File: config.mk
export PLATFORM = sky130hd
export DESIGN_NAME = dmem_arbiter_flat
export DESIGN_NICKNAME = d
export VERILOG_FILES = /design/src/rtl/dmem_arbiter_if.sv /design/src/rtl/dmem_arbiter.sv /design/src/flat_wrapper.sv
export SDC_FILE = /design/constraint.sdc
export NUM_CORES = 1
export LEC_CHECK = 0
export CORE_MARGIN = 2
export CORE_UTILIZATION = 25
export DETAILED_ROUTE_END_ITERATION = 6
export HOLD_SLACK_MARGIN = 0.02
export PLACE_DENSITY_LB_ADDON = 0.08
export SLEW_MARGIN = 25
export SYNTH_ARGS = -nofsm -noshare
export SYNTH_HDL_FRONTEND = slang
export SYNTH_SLANG_ARGS = --single-unit
File: constraint.sdc
create_clock -name clk -period 6 [get_ports clk]
set_input_delay 1.2 -clock clk [delete_from_list [all_inputs] [get_ports clk]]
set_output_delay 1.2 -clock clk [all_outputs]
set_load 0.1 [all_outputs]
File: src/rtl/dmem_arbiter_if.sv
`default_nettype none
// +------------------------------------------------------------------+
// | Module  : dmem_arbiter_if                                        |
// | Brief   : Requester, response and memory-command bundle for the  |
// |           two-port dmem arbiter.                                 |
// | Revision: 1.0                                                    |
// +------------------------------------------------------------------+
interface dmem_arbiter_if;
  logic        r0_req;
  logic        r0_we;
  logic [14:0] r0_addr;
  logic [2:0]  r0_len;
  logic [63:0] r0_wdata;
  logic        r0_gnt;
  logic        r0_beat;
  logic        r1_req;
  logic        r1_we;
  logic [14:0] r1_addr;
  logic [63:0] r1_wdata;
  logic        r1_gnt;
  logic        r0_rvalid;
  logic        r1_rvalid;
  logic [63:0] rdata;
  logic        rsp_err;
  logic [14:0] mem_dir;
  logic        mem_write_flag;
  logic        mem_file_enable;
  logic [63:0] mem_data_in;
  logic [63:0] mem_data_out;

  modport slave (
    input  r0_req, r0_we, r0_addr, r0_len, r0_wdata,
    input  r1_req, r1_we, r1_addr, r1_wdata,
    input  mem_data_out,
    output r0_gnt, r0_beat, r1_gnt,
    output r0_rvalid, r1_rvalid, rdata, rsp_err,
    output mem_dir, mem_write_flag, mem_file_enable, mem_data_in
  );

  modport master (
    output r0_req, r0_we, r0_addr, r0_len, r0_wdata,
    output r1_req, r1_we, r1_addr, r1_wdata,
    output mem_data_out,
    input  r0_gnt, r0_beat, r1_gnt,
    input  r0_rvalid, r1_rvalid, rdata, rsp_err,
    input  mem_dir, mem_write_flag, mem_file_enable, mem_data_in
  );
endinterface
`default_nettype wire

File: src/rtl/dmem_arbiter.sv
`default_nettype none
// +------------------------------------------------------------------+
// | Module  : dmem_arbiter                                           |
// | Brief   : Two-port dmem arbiter/sequencer (vector bursts, scalar |
// |           singles), 2-cycle read return. Optional out-of-range   |
// |           checking via macro DMEM_ARB_BOUNDS_EN.                 |
// | Revision: 1.0                                                    |
// +------------------------------------------------------------------+
module dmem_arbiter #(
  parameter int MEM_TOP = 24576
) (
  input  logic           clk,
  input  logic           rst,
  dmem_arbiter_if.slave  bus
);

  typedef enum logic [0:0] {
    ST_IDLE  = 1'b0,
    ST_BURST = 1'b1
  } state_t;

  state_t      r_state, w_state_nxt;
  logic        r_last, w_last_nxt;
  logic        r_we, w_we_nxt;
  logic [2:0]  r_len, w_len_nxt;
  logic [2:0]  r_cnt, w_cnt_nxt;
  logic [14:0] r_addr, w_addr_nxt;

  logic        w_pick0;
  logic        w_gnt0, w_gnt1;
  logic        w_beat, w_beat_we, w_beat_id, w_beat_err;
  logic [14:0] w_beat_addr;
  logic [63:0] w_beat_data;

  logic [14:0] r_mem_dir;
  logic        r_mem_wr;
  logic [63:0] r_mem_din;
  logic        r_p1_valid, r_p1_id, r_p1_err;
  logic        r_p2_valid, r_p2_id, r_p2_err;

  // On a tie the requester that did not win last time goes first.
  assign w_pick0 = bus.r0_req && (!bus.r1_req || r_last);

  always_comb begin
    w_state_nxt = r_state;
    w_last_nxt  = r_last;
    w_we_nxt    = r_we;
    w_len_nxt   = r_len;
    w_cnt_nxt   = r_cnt;
    w_addr_nxt  = r_addr;
    w_gnt0      = 1'b0;
    w_gnt1      = 1'b0;
    w_beat      = 1'b0;
    w_beat_we   = 1'b0;
    w_beat_id   = 1'b0;
    w_beat_addr = r_addr;
    w_beat_data = bus.r0_wdata;
    case (r_state)
      ST_IDLE: begin
        if (w_pick0) begin
          w_gnt0      = 1'b1;
          w_beat      = 1'b1;
          w_beat_we   = bus.r0_we;
          w_beat_addr = bus.r0_addr;
          w_beat_data = bus.r0_wdata;
          w_we_nxt    = bus.r0_we;
          w_len_nxt   = bus.r0_len;
          w_cnt_nxt   = 3'd1;
          w_addr_nxt  = bus.r0_addr;
          w_last_nxt  = 1'b0;
          if (bus.r0_len != 3'd0) begin
            w_state_nxt = ST_BURST;
          end
        end else if (bus.r1_req) begin
          w_gnt1      = 1'b1;
          w_beat      = 1'b1;
          w_beat_we   = bus.r1_we;
          w_beat_id   = 1'b1;
          w_beat_addr = bus.r1_addr;
          w_beat_data = bus.r1_wdata;
          w_last_nxt  = 1'b1;
        end
      end
      ST_BURST: begin
        w_beat      = 1'b1;
        w_beat_we   = r_we;
        w_beat_addr = r_addr + 15'd1;
        w_beat_data = bus.r0_wdata;
        w_addr_nxt  = w_beat_addr;
        w_cnt_nxt   = r_cnt + 3'd1;
        if (r_cnt == r_len) begin
          w_state_nxt = ST_IDLE;
        end
      end
      default: w_state_nxt = ST_IDLE;
    endcase
  end

`ifdef DMEM_ARB_BOUNDS_EN
  localparam logic [14:0] c_mem_top = 15'(MEM_TOP);
  assign w_beat_err = (w_beat_addr > c_mem_top);
`else
  assign w_beat_err = 1'b0;
`endif

  always_ff @(posedge clk or posedge rst) begin
    if (rst) begin
      r_state    <= ST_IDLE;
      r_last     <= 1'b1;
      r_we       <= 1'b0;
      r_len      <= 3'd0;
      r_cnt      <= 3'd0;
      r_addr     <= 15'd0;
      r_mem_dir  <= 15'd0;
      r_mem_wr   <= 1'b0;
      r_mem_din  <= 64'd0;
      r_p1_valid <= 1'b0;
      r_p1_id    <= 1'b0;
      r_p1_err   <= 1'b0;
      r_p2_valid <= 1'b0;
      r_p2_id    <= 1'b0;
      r_p2_err   <= 1'b0;
    end else begin
      r_state    <= w_state_nxt;
      r_last     <= w_last_nxt;
      r_we       <= w_we_nxt;
      r_len      <= w_len_nxt;
      r_cnt      <= w_cnt_nxt;
      r_addr     <= w_addr_nxt;
      r_mem_wr   <= w_beat && w_beat_we && !w_beat_err;
      if (w_beat) begin
        r_mem_dir <= w_beat_addr;
        r_mem_din <= w_beat_data;
      end
      // Flagged reads keep their slot so the response order stays intact.
      r_p1_valid <= w_beat && !w_beat_we;
      r_p1_id    <= w_beat_id;
      r_p1_err   <= w_beat_err;
      r_p2_valid <= r_p1_valid;
      r_p2_id    <= r_p1_id;
      r_p2_err   <= r_p1_err;
    end
  end

  assign bus.r0_gnt          = w_gnt0 && !rst;
  assign bus.r1_gnt          = w_gnt1 && !rst;
  assign bus.r0_beat         = w_beat && !w_beat_id && !rst;
  assign bus.r0_rvalid       = r_p2_valid && !r_p2_id;
  assign bus.r1_rvalid       = r_p2_valid && r_p2_id;
  assign bus.rsp_err         = r_p2_valid && r_p2_err;
  assign bus.rdata           = (r_p2_valid && !r_p2_err) ? bus.mem_data_out : 64'd0;
  assign bus.mem_dir         = r_mem_dir;
  assign bus.mem_write_flag  = r_mem_wr;
  assign bus.mem_file_enable = 1'b0;
  assign bus.mem_data_in     = r_mem_din;

endmodule
`default_nettype wire

File: src/flat_wrapper.sv
// flat-port wrapper written by rule: the top's interface ports become plain ports
module dmem_arbiter_flat 
#(
  parameter int MEM_TOP = 24576
)
  (clk, rst, bus_r0_req, bus_r0_we, bus_r0_addr, bus_r0_len, bus_r0_wdata, bus_r1_req, bus_r1_we, bus_r1_addr, bus_r1_wdata, bus_mem_data_out, bus_r0_gnt, bus_r0_beat, bus_r1_gnt, bus_r0_rvalid, bus_r1_rvalid, bus_rdata, bus_rsp_err, bus_mem_dir, bus_mem_write_flag, bus_mem_file_enable, bus_mem_data_in);
  dmem_arbiter_if bus_i ();
  input  logic clk;
  input  logic rst;
  input wire logic [$bits(bus_i.r0_req)-1:0] bus_r0_req;
  input wire logic [$bits(bus_i.r0_we)-1:0] bus_r0_we;
  input wire logic [$bits(bus_i.r0_addr)-1:0] bus_r0_addr;
  input wire logic [$bits(bus_i.r0_len)-1:0] bus_r0_len;
  input wire logic [$bits(bus_i.r0_wdata)-1:0] bus_r0_wdata;
  input wire logic [$bits(bus_i.r1_req)-1:0] bus_r1_req;
  input wire logic [$bits(bus_i.r1_we)-1:0] bus_r1_we;
  input wire logic [$bits(bus_i.r1_addr)-1:0] bus_r1_addr;
  input wire logic [$bits(bus_i.r1_wdata)-1:0] bus_r1_wdata;
  input wire logic [$bits(bus_i.mem_data_out)-1:0] bus_mem_data_out;
  output wire logic [$bits(bus_i.r0_gnt)-1:0] bus_r0_gnt;
  output wire logic [$bits(bus_i.r0_beat)-1:0] bus_r0_beat;
  output wire logic [$bits(bus_i.r1_gnt)-1:0] bus_r1_gnt;
  output wire logic [$bits(bus_i.r0_rvalid)-1:0] bus_r0_rvalid;
  output wire logic [$bits(bus_i.r1_rvalid)-1:0] bus_r1_rvalid;
  output wire logic [$bits(bus_i.rdata)-1:0] bus_rdata;
  output wire logic [$bits(bus_i.rsp_err)-1:0] bus_rsp_err;
  output wire logic [$bits(bus_i.mem_dir)-1:0] bus_mem_dir;
  output wire logic [$bits(bus_i.mem_write_flag)-1:0] bus_mem_write_flag;
  output wire logic [$bits(bus_i.mem_file_enable)-1:0] bus_mem_file_enable;
  output wire logic [$bits(bus_i.mem_data_in)-1:0] bus_mem_data_in;
  assign bus_i.r0_req = bus_r0_req;
  assign bus_i.r0_we = bus_r0_we;
  assign bus_i.r0_addr = bus_r0_addr;
  assign bus_i.r0_len = bus_r0_len;
  assign bus_i.r0_wdata = bus_r0_wdata;
  assign bus_i.r1_req = bus_r1_req;
  assign bus_i.r1_we = bus_r1_we;
  assign bus_i.r1_addr = bus_r1_addr;
  assign bus_i.r1_wdata = bus_r1_wdata;
  assign bus_i.mem_data_out = bus_mem_data_out;
  assign bus_r0_gnt = bus_i.r0_gnt;
  assign bus_r0_beat = bus_i.r0_beat;
  assign bus_r1_gnt = bus_i.r1_gnt;
  assign bus_r0_rvalid = bus_i.r0_rvalid;
  assign bus_r1_rvalid = bus_i.r1_rvalid;
  assign bus_rdata = bus_i.rdata;
  assign bus_rsp_err = bus_i.rsp_err;
  assign bus_mem_dir = bus_i.mem_dir;
  assign bus_mem_write_flag = bus_i.mem_write_flag;
  assign bus_mem_file_enable = bus_i.mem_file_enable;
  assign bus_mem_data_in = bus_i.mem_data_in;
  dmem_arbiter #(.MEM_TOP(MEM_TOP)) u_core (.clk(clk), .rst(rst), .bus(bus_i));
endmodule
==> impl_metrics.tcl, run 1 <==
set metrics [dict create \
    post-dp-hpwl_microns 17600 \
    p_comb_share_pct 69.6 \
    ys_ff_latch 108 \
    io_pins 382 \
    gp_congestion 0.778 \
    area_growth_pct 77.6 \
    clk_latency_ns 0.36 \
    r2r_setup_slack_ns 3.88 \
    die_y_microns 155 \
    io_buffers 379 \
    synthesis.area_sq_um 5670 \
    nets 1186 \
    row_count 55 \
    peakVddDrop_v 0.000479 \
    crit_top_cell "clkdlybuf4s50_1" \
    crit_chain "clkdlybuf4s50_1, nand2b_1, nor3_1, clkdlybuf4s50_1" \
    instances_no_fill 1248 \
    postCtsSetupRepairBufs 0 \
    end_kind "output pin" \
    cts_resized 0 \
    critPathKind "primary input to output pin" \
    syn_inst 598 \
    async_reset_ff_share_pct 100 \
    dieArea_sq_um 23900 \
    slowest_stage "clkdlybuf4s50_1" \
    synthDominantCellAreaShare_pct 47.2 \
    grtUsageTotal_pct 19.1 \
    worst_pin_slew_ns 1.05 \
    utilization_pct 44.9 \
    ctsRootBufferMaster "clkbuf_16" \
    timing.rr.start "u_core.r_state$_DFF_PP0_" \
    ys_seq_area_share_pct 47.7 \
    die_w_microns 155 \
    setup_viol 0 \
    grt_max_degree 110 \
    drc 0 \
    power_leakage_nw 4.15 \
    hold_viol_final 0 \
    drtIter0Drc 258 \
    ys.flop_type "dfrtp_1" \
    critPathRequiredTime_ns 4.80 \
    cts_tree "yes" \
    grt_pass1_wl_microns 34600 \
    antenna_found_initial 4 \
    p_seq_share_pct 19.4 \
    ys_warn_count 0 \
    cts-htree-levels 3 \
    detail-route-antenna-nets 0 \
    worst_r2r_endpoint "u_core.bus.mem_data_in[58]$_DFFE_PP0P_" \
    skew_ns 0.0119 \
    power_density_nw_per_um2 632 \
    crit_end "bus_r0_gnt" \
    max_freq_mhz 217 \
    placed_cell_area_sq_um 9680 \
    vias 5639 \
    critPathArrivalTime_ns 3.41 \
    grt_setup_unrepaired "no" \
    synthMuxAreaShare_pct 12.6 \
    fillCellCount 2220 \
    slew_viol_final 0 \
    switching_share_pct 61.2 \
    vias_per_cell 4.52 \
    slew_headroom_pct 29.6 \
    crit_fanout 8 \
    hold_path_class "register to register" \
    max-clock-path-buffers 2 \
    grt_pass1_vias 5473 \
    wirelength_microns 23300 \
    p_sw_mw 3.89 \
    synth-compound-area-share_pct 13.6 \
    worst-r2r-cell-count 5 \
    synth_xor_area_share_pct 1.24 \
    drt-pass1-iter-count 4 \
    slowest_delay_ns 1.16 \
    synth_edf_count 0 \
    path_clk_slew_ns 0.08 \
    wl_per_cell_microns 18.7 \
    status "finished clean" \
    ys_top_cells_by_area "dfrtp_1 47%, mux2i_1 12%, and2_1 7.5%, a21oi_1 6.3%, nor2_1 4.4%" \
    multi_input_area_sq_um 2740 \
    ys_types 56 \
    max-cap-violations 0 \
    synthAdderAreaFrac_pct 0.442 \
    synth_simple_gate_area_share_pct 20.1 \
    overflow 0 \
    cts_hold_buf 0 \
    coreArea_sq_um 22400 \
    dp_cells 1226 \
    layout_commonest_cell "clkdlybuf4s50_1" \
    p_int_mw 2.47 \
    crit_start "bus_r0_req" \
    synth_top_family_by_area "simple AND/OR/NAND/NOR gates" \
    startpoint_type "primary input" \
    drive_above_1_share_pct 5.01 \
    cts_buffers 9 \
    clkPwrFrac_pct 11.0 \
    cts_sinks 108 \
    period_minus_slack_ns 4.61 \
    seqCellArea_sq_um 2700 \
    start_util_pct 25.3 \
    syn_avg_cell_area_sq_um 9.48 \
    final_area_sq_um 10100 \
    most-common-layout-cells "375 x clkdlybuf4s50_1, 107 x dfrtp_1, 70 x a21oi_1" \
    synth_area_leader_cell "dfrtp_1" \
    setup_tns_ns 0 \
    period_share_pct 76.9 \
]
==> worst min path at each step <==
stage | start | cells after the start | end
floorplan | u_core.r_p1_id$_DFF_PP0_ | 0 | u_core.r_p2_id$_DFF_PP0_
global placement | u_core.r_p1_valid$_DFF_PP0_ | 0 | u_core.r_p2_valid$_DFF_PP0_
detailed placement | u_core.r_p1_valid$_DFF_PP0_ | 0 | u_core.r_p2_valid$_DFF_PP0_
CTS | u_core.r_p1_valid$_DFF_PP0_ | 0 | u_core.r_p2_valid$_DFF_PP0_
global route | u_core.r_p1_id$_DFF_PP0_ | 0 | u_core.r_p2_id$_DFF_PP0_
finish | u_core.r_p1_valid$_DFF_PP0_ | 0 | u_core.r_p2_valid$_DFF_PP0_
==> power groups by stage <==
stage / logic [mW] / registers, mW / clock network (mW)
2_1_floorplan: 1.78 / 2.79 / 0
5_1_grt: 4.60 / 1.28 / 0.748
6_report: 4.42 / 1.24 / 0.698
3_3_place_gp: 4.44 / 1.24 / 0
4_1_cts: 4.46 / 1.24 / 0.724
3_5_place_dp: 4.45 / 1.25 / 0
==> Yosys cell counts, types with 4 or more instances <==
| cell type | number |
|---|---|
| a21oi_1 | 71 |
| a31oi_1 | 9 |
| and2_1 | 68 |
| buf_2 | 23 |
| clkbuf_1 | 17 |
| dfrtp_1 | 107 |
| inv_1 | 9 |
| mux2_2 | 4 |
| mux2i_1 | 66 |
| nand2_1 | 41 |
| nand3_1 | 13 |
| nor2_1 | 67 |
| nor2b_1 | 4 |
| nor3_1 | 8 |
| nor4_1 | 6 |
| o21ai_0 | 20 |
| o21ai_1 | 4 |
| xnor2_1 | 4 |
| xor2_1 | 4 |
==> final cells by class <==
| class | instances | share of cell area, % |
|---|---|---|
| timing repair buffer | 387 | 38.4 |
| multi-input combinational | 438 | 27.3 |
| sequential | 108 | 26.9 |
| tap | 285 | 3.54 |
| clock buffer | 9 | 2.24 |
| clock inverter | 7 | 1.21 |
| inverter | 9 | 0.361 |
| antenna | 5 | 0.124 |
==> routing by layer <==
metal  vias up  part of all wire (%)  track usage, %
li1       2789                     -               -
met1      2644                    41            23.6
met2       190                    51            33.2
met3        16                   6.0            4.99
met4         0                   1.6            5.03
met5         -                     0               0
==> stage by stage <==
stage | power, mW | hold slack [ns] | worst slack, ns
6_report | 6.36 | 0.352 | 1.39
5_1_grt | 6.63 | 0.371 | 1.24
4_1_cts | 6.42 | 0.355 | 1.41
3_5_place_dp | 5.70 | 0.336 | 1.42
3_3_place_gp | 5.69 | 0.331 | 1.43
2_1_floorplan | 4.57 | 0.331 | 0.287
==> cell families after synthesis <==
kind of cell             after synthesis
AND/OR/NAND/NOR                      224
buffers and inverters                 53
multiplexers                          71
adder cells (fa/ha/maj)                2
other                                  1
flip-flops                           108
XOR/XNOR                               8
AO/OA/AOI/OAI                        131
==> worst max-delay path, delay by kind of cell <==
kind          cells  cell delay, ns
simple gates      2            0.37
buf+inv           2            1.84
==> state kept, by name, indices dropped and copies added, names as in the netlist <==
signal / cells
u_core.r_p1_id: 1
u_core.r_p1_valid: 1
u_core.r_we: 1
u_core.r_p2_valid: 1
u_core.r_state: 1
u_core.r_last: 1
u_core.bus.mem_write_flag: 1
u_core.r_p2_id: 1
u_core.r_len: 3
u_core.r_cnt: 3
u_core.r_addr: 15
u_core.bus.mem_dir: 15
u_core.bus.mem_data_in: 64
No activity file was read; power rests on OpenSTA's default activity.
==> inputs of run 2 (changes only) <==
==> constraint.sdc (replaced) <==
create_clock -name clk -period 3.7 [get_ports clk]
set_input_delay 0.74 -clock clk [delete_from_list [all_inputs] [get_ports clk]]
set_output_delay 0.74 -clock clk [all_outputs]
set_load 0.1 [all_outputs]
==> run 2 against run 1 <==
Effect of this change:
- register-to-register slack got worse by 2.3 ns
- via count shrank 0.76%
- first-iteration DRC count increased by 26%
- cell count decreased by 0.24%
- critical endpoint unchanged
- die area unchanged
==> impl_metrics.tcl, run 2 (same netlist as run 1, synthesis figures left out) <==
set metrics [dict create \
    start_util_pct 25.3 \
    skew_ns 0.0137 \
    worst_r2r_endpoint "u_core.bus.mem_data_in[58]$_DFFE_PP0P_" \
    end_kind "output pin" \
    max-cap-violations 0 \
    instances_no_fill 1245 \
    clk_latency_ns 0.37 \
    vias 5596 \
    grt_setup_unrepaired "no" \
    p_sw_mw 6.30 \
    p_comb_share_pct 69.6 \
    grt_max_degree 110 \
    antenna_found_initial 1 \
    grtUsageTotal_pct 18.6 \
    period_share_pct 75.5 \
    max_freq_mhz 358 \
    timing.rr.start "u_core.r_state$_DFF_PP0_" \
    slew_headroom_pct 29.7 \
    peakVddDrop_v 0.000463 \
    hp-start "u_core.r_p1_id$_DFF_PP0_" \
    setup_viol 0 \
    status "finished clean" \
    critPathKind "primary input to output pin" \
    hold_viol_final 0 \
    drc 0 \
    post-dp-hpwl_microns 17400 \
    p_int_mw 3.88 \
    startpoint_type "primary input" \
    drive_above_1_share_pct 12.2 \
    postCtsSetupRepairBufs 0 \
    r2r_setup_slack_ns 1.58 \
    io_pins 382 \
    min_delay_path_depth 0 \
    die_y_microns 155 \
    coreArea_sq_um 22400 \
    cts_tree "yes" \
    switching_share_pct 61.9 \
    cts_buffers 9 \
    worst_pin_slew_ns 1.05 \
    vias_per_cell 4.49 \
    drtIter0Drc 326 \
    period_minus_slack_ns 2.79 \
    dp_cells 1228 \
    grt_pass1_wl_microns 33600 \
    most-common-layout-cells "308 x clkdlybuf4s50_1, 107 x dfrtp_1, 75 x buf_4" \
    die_w_microns 155 \
    hold_path_class "register to register" \
    power_leakage_nw 4.23 \
    power_density_nw_per_um2 1030 \
    wirelength_microns 23100 \
    gp_congestion 0.874 \
    cts_sinks 108 \
    fin_ws_ns 0.907 \
    cts_hold_buf 0 \
    detail-route-antenna-nets 0 \
    holdPathEnd "u_core.r_p2_id$_DFF_PP0_" \
    row_count 55 \
    p_seq_share_pct 20.2 \
    critPathRequiredTime_ns 2.96 \
    worst-r2r-cell-count 4 \
    cts-htree-levels 3 \
    fillCellCount 2261 \
    dieArea_sq_um 23900 \
    grt_pass1_vias 5342 \
    ctsRootBufferMaster "clkbuf_16" \
    critPathArrivalTime_ns 2.05 \
    cts_resized 0 \
    dp_slack_ns 0.872 \
    area_growth_pct 74.5 \
    overflow 0 \
    layout_commonest_cell "clkdlybuf4s50_1" \
    max-clock-path-buffers 2 \
    slew_viol_final 0 \
    drt-pass1-iter-count 4 \
    crit_fanout 8 \
    io_buffers 379 \
    holdWs_ns 0.350 \
    path_clk_slew_ns 0.07 \
    clkPwrFrac_pct 10.2 \
    nets 1187 \
    setup_tns_ns 0 \
    wl_per_cell_microns 18.6 \
    largest_reg_flops 64 \
]
==> run 2: final cells by class <==
class	count	area, sq um	area share [%]
flip-flops and latches	108	2700	27.3
clock inverters	7	77.6	0.784
clock buffers	9	225	2.28
inverters	9	37.5	0.380
repair buffers	388	3740	37.8
diodes	1	2.50	0.0253
multi-input cells	438	2750	27.8
well taps	285	357	3.61
==> run 2: critical path, cell delays in order <==
cell             delay [ns]
clkdlybuf4s50_1        0.67
nand2b_1               0.20
nor3_2                 0.23
buf_12                 0.21
==> run 2: power by group through the flow <==
stage | Combinational [mW] | Clock [mW] | Sequential, mW
floorplan | 2.89 | 0 | 4.52
global placement | 7.11 | 0 | 2.08
detailed placement | 7.12 | 0 | 2.08
CTS | 7.14 | 1.08 | 2.06
global route | 7.36 | 1.12 | 2.14
finish | 7.08 | 1.04 | 2.06
==> run 2: how the worst max path moves through the flow <==
stage,start,endpoint,slack [ns],cells past startpoint
finish,bus_r0_req,bus_r0_gnt,0.91,4
global route,rst,bus_r1_gnt,0.82,4
CTS,rst,bus_r1_gnt,0.88,4
detailed placement,bus_r1_req,u_core.bus.mem_data_in[9]$_DFFE_PP0P_,0.87,5
global placement,rst,bus_r1_gnt,0.90,4
floorplan,rst,bus_r1_gnt,-0.21,2
==> run 2: stage by stage <==
| stage | utilization [%] | power, mW | instance area (sq um) |
|---|---|---|---|
| after floorplan | - | 7.41 | 5680 |
| after global placement | 42.7 | 9.18 | 9580 |
| after detailed placement | 42.7 | 9.20 | 9580 |
| after CTS | 44.1 | 10.3 | 9880 |
| after global routing | 44.1 | 10.6 | 9890 |
| final | 44.1 | 10.2 | 9890 |
==> run 2: layer usage <==
metal	part of all wire [%]	track usage, %	vias to the layer above	wire length, microns
met5	0	0	-	0
met4	1.3	4.50	0	297
met3	6.3	4.62	18	1460
met2	49	31.4	178	11400
met1	43	23.9	2622	9970
li1	-	-	2778	-
==> inputs of run 3 (changes only) <==
==> constraint.sdc (replaced) <==
create_clock -name clk -period 2.73 [get_ports clk]
set_input_delay 0.546 -clock clk [delete_from_list [all_inputs] [get_ports clk]]
set_output_delay 0.546 -clock clk [all_outputs]
set_load 0.1 [all_outputs]
==> run 3 against run 2 <==
Effect of this change:
- cell count up 0.48%
- sequential share of layout area is 1.8 points lower
- count of clock-buffer cells in the layout grew 1
- clock power grew 34%
- register-to-register slack got worse by 0.80 ns
- first-iteration DRC count is 20% lower
- die area stayed put
- non-clock buffer count up 4
- clock skew is essentially flat
- worst hold slack gained 0.0028 ns
- critical path type unchanged
- largest power group unchanged
- highest routed layer is now met5
==> impl_metrics.tcl, run 3 (same netlist as run 1, synthesis figures left out) <==
set metrics [dict create \
    grtUsageTotal_pct 19.8 \
    antenna_found_initial 4 \
    worst_pin_slew_ns 0.635 \
    clkPwrFrac_pct 9.5 \
    timing.rr.start "u_core.r_addr[0]$_DFFE_PP0P_" \
    slew_headroom_pct 57.7 \
    crit_fanout 8 \
    row_count 55 \
    period_share_pct 91.5 \
    most-common-layout-cells "229 x clkdlybuf4s50_1, 107 x dfrtp_1, 90 x buf_4" \
    skew_ns 0.0135 \
    gp_congestion 0.785 \
    die_w_microns 155 \
    cts_sinks 108 \
    final_area_sq_um 10600 \
    p_sw_mw 8.71 \
    largest_reg_flops 64 \
    crit_family "buffers and inverters" \
    holdPathEnd "u_core.r_p2_valid$_DFF_PP0_" \
    critPathArrivalTime_ns 1.95 \
    worst-path-buf-inv 2 \
    slew_viol_final 0 \
    end_kind "output pin" \
    grt_max_degree 109 \
    setup_tns_ns 0 \
    hold_path_class "register to register" \
    cts_resized 0 \
    p_comb_share_pct 71.5 \
    wl_per_cell_microns 19.4 \
    clk_latency_ns 0.36 \
    grt_pass1_wl_microns 36000 \
    vias_per_cell 4.50 \
    switching_share_pct 59.8 \
    io_buffers 379 \
    min_delay_path_depth 0 \
    worst_r2r_endpoint "u_core.bus.mem_dir[14]$_DFFE_PP0P_" \
    placed_cell_area_sq_um 10300 \
    cts_hold_buf 0 \
    cts-htree-levels 3 \
    fin_ws_ns 0.233 \
    path_clk_slew_ns 0.07 \
    dieArea_sq_um 23900 \
    coreArea_sq_um 22400 \
    postCtsSetupRepairBufs 0 \
    critPathKind "primary input to output pin" \
    power_leakage_nw 4.58 \
    wirelength_microns 24300 \
    peakVddDrop_v 0.000679 \
    power_density_nw_per_um2 1380 \
    hold_viol_final 0 \
    max_freq_mhz 401 \
    worst-r2r-cell-count 5 \
    drtIter0Drc 260 \
    overflow 0 \
    drt-pass1-iter-count 4 \
    power_mw 14.6 \
    slowest_delay_ns 0.61 \
    slowest_stage "clkdlybuf4s50_1" \
    area_growth_pct 87.0 \
    ctsRootBufferMaster "clkbuf_16" \
    drc 0 \
    setup_viol 0 \
    die_y_microns 155 \
    p_seq_share_pct 18.9 \
    grt_pass1_vias 5620 \
    status "finished clean" \
    start_util_pct 25.3 \
    nets 1191 \
    startpoint_type "primary input" \
    utilization_pct 47.2 \
    cts_buffers 9 \
    period_minus_slack_ns 2.50 \
    io_pins 382 \
    critPathRequiredTime_ns 2.18 \
    hp-start "u_core.r_p1_valid$_DFF_PP0_" \
    layout_commonest_cell "clkdlybuf4s50_1" \
    vias 5628 \
    dp_slack_ns 0.276 \
    post-dp-hpwl_microns 18500 \
    max-cap-violations 0 \
    grt_setup_unrepaired "no" \
    p_int_mw 5.86 \
    r2r_setup_slack_ns 0.78 \
    crit_chain "clkdlybuf4s50_1, a21boi_1, and3_1, buf_12" \
    drive_above_1_share_pct 20.9 \
    max-clock-path-buffers 2 \
    cts_tree "yes" \
    crit_start "bus_r0_req" \
    detail-route-antenna-nets 0 \
]
-- run 3: cell count changes in the layout (fill, tap and decap cells not counted), sizes merged --
cell and change:
buf +83, clkbuf +1, clkdlybuf4s50 -79, clkinv -1, clkinvlp -1, diode +2
inv +1
-- run 3: power groups by stage --
stage / logic, mW / registers (mW) / clock network, mW
final: 10.4 / 2.76 / 1.39
after global placement: 10.5 / 2.77 / 0
after detailed placement: 10.5 / 2.79 / 0
after floorplan: 3.91 / 6.12 / 0
after CTS: 10.5 / 2.76 / 1.44
after global routing: 10.9 / 2.86 / 1.50
-- run 3: metrics by stage --
stage,instances,hold WS (ns)
after CTS,1248,0.355
after detailed placement,1232,0.336
final,1251,0.353
after floorplan,599,0.331
after global routing,1250,0.358
after global placement,1232,0.335
-- run 3: how the worst max path moves through the flow --
stage | depth (start not counted) | end | slack, ns
global placement | 4 | bus_r1_gnt | 0.29
global route | 4 | bus_r1_gnt | 0.16
floorplan | 2 | bus_r1_gnt | -0.79
detailed placement | 4 | bus_r0_gnt | 0.28
CTS | 4 | bus_r1_gnt | 0.26
finish | 4 | bus_r1_gnt | 0.23
-- run 3: worst register-to-register path, stage by stage, from the launching register on --
cell	delay, ns
dfrtp_1	0.47
ha_1	0.25
nand3_2	0.24
nor4_1	0.39
mux2_1	0.39
a21oi_1	0.12
-- run 3: metal layers --
metal	track usage [%]	part of all wire [%]	vias up	wire length (microns)
met5	0	0.049	-	12
met4	4.23	1.3	2	304
met3	7.09	7.5	19	1820
met2	33.6	49	194	12000
met1	24.4	42	2623	10100
li1	-	-	2790	-
-- run 3: final cells by class --
type | count | area [sq um]
Antenna cell | 3 | 7.51
Clock buffer | 10 | 229
Clock inverter | 6 | 76.3
Fill cell | 2131 | 11800
Inverter | 9 | 37.5
Multi-Input combinational cell | 438 | 2760
Sequential cell | 108 | 2700
Tap cell | 285 | 357
Timing Repair Buffer | 392 | 4430
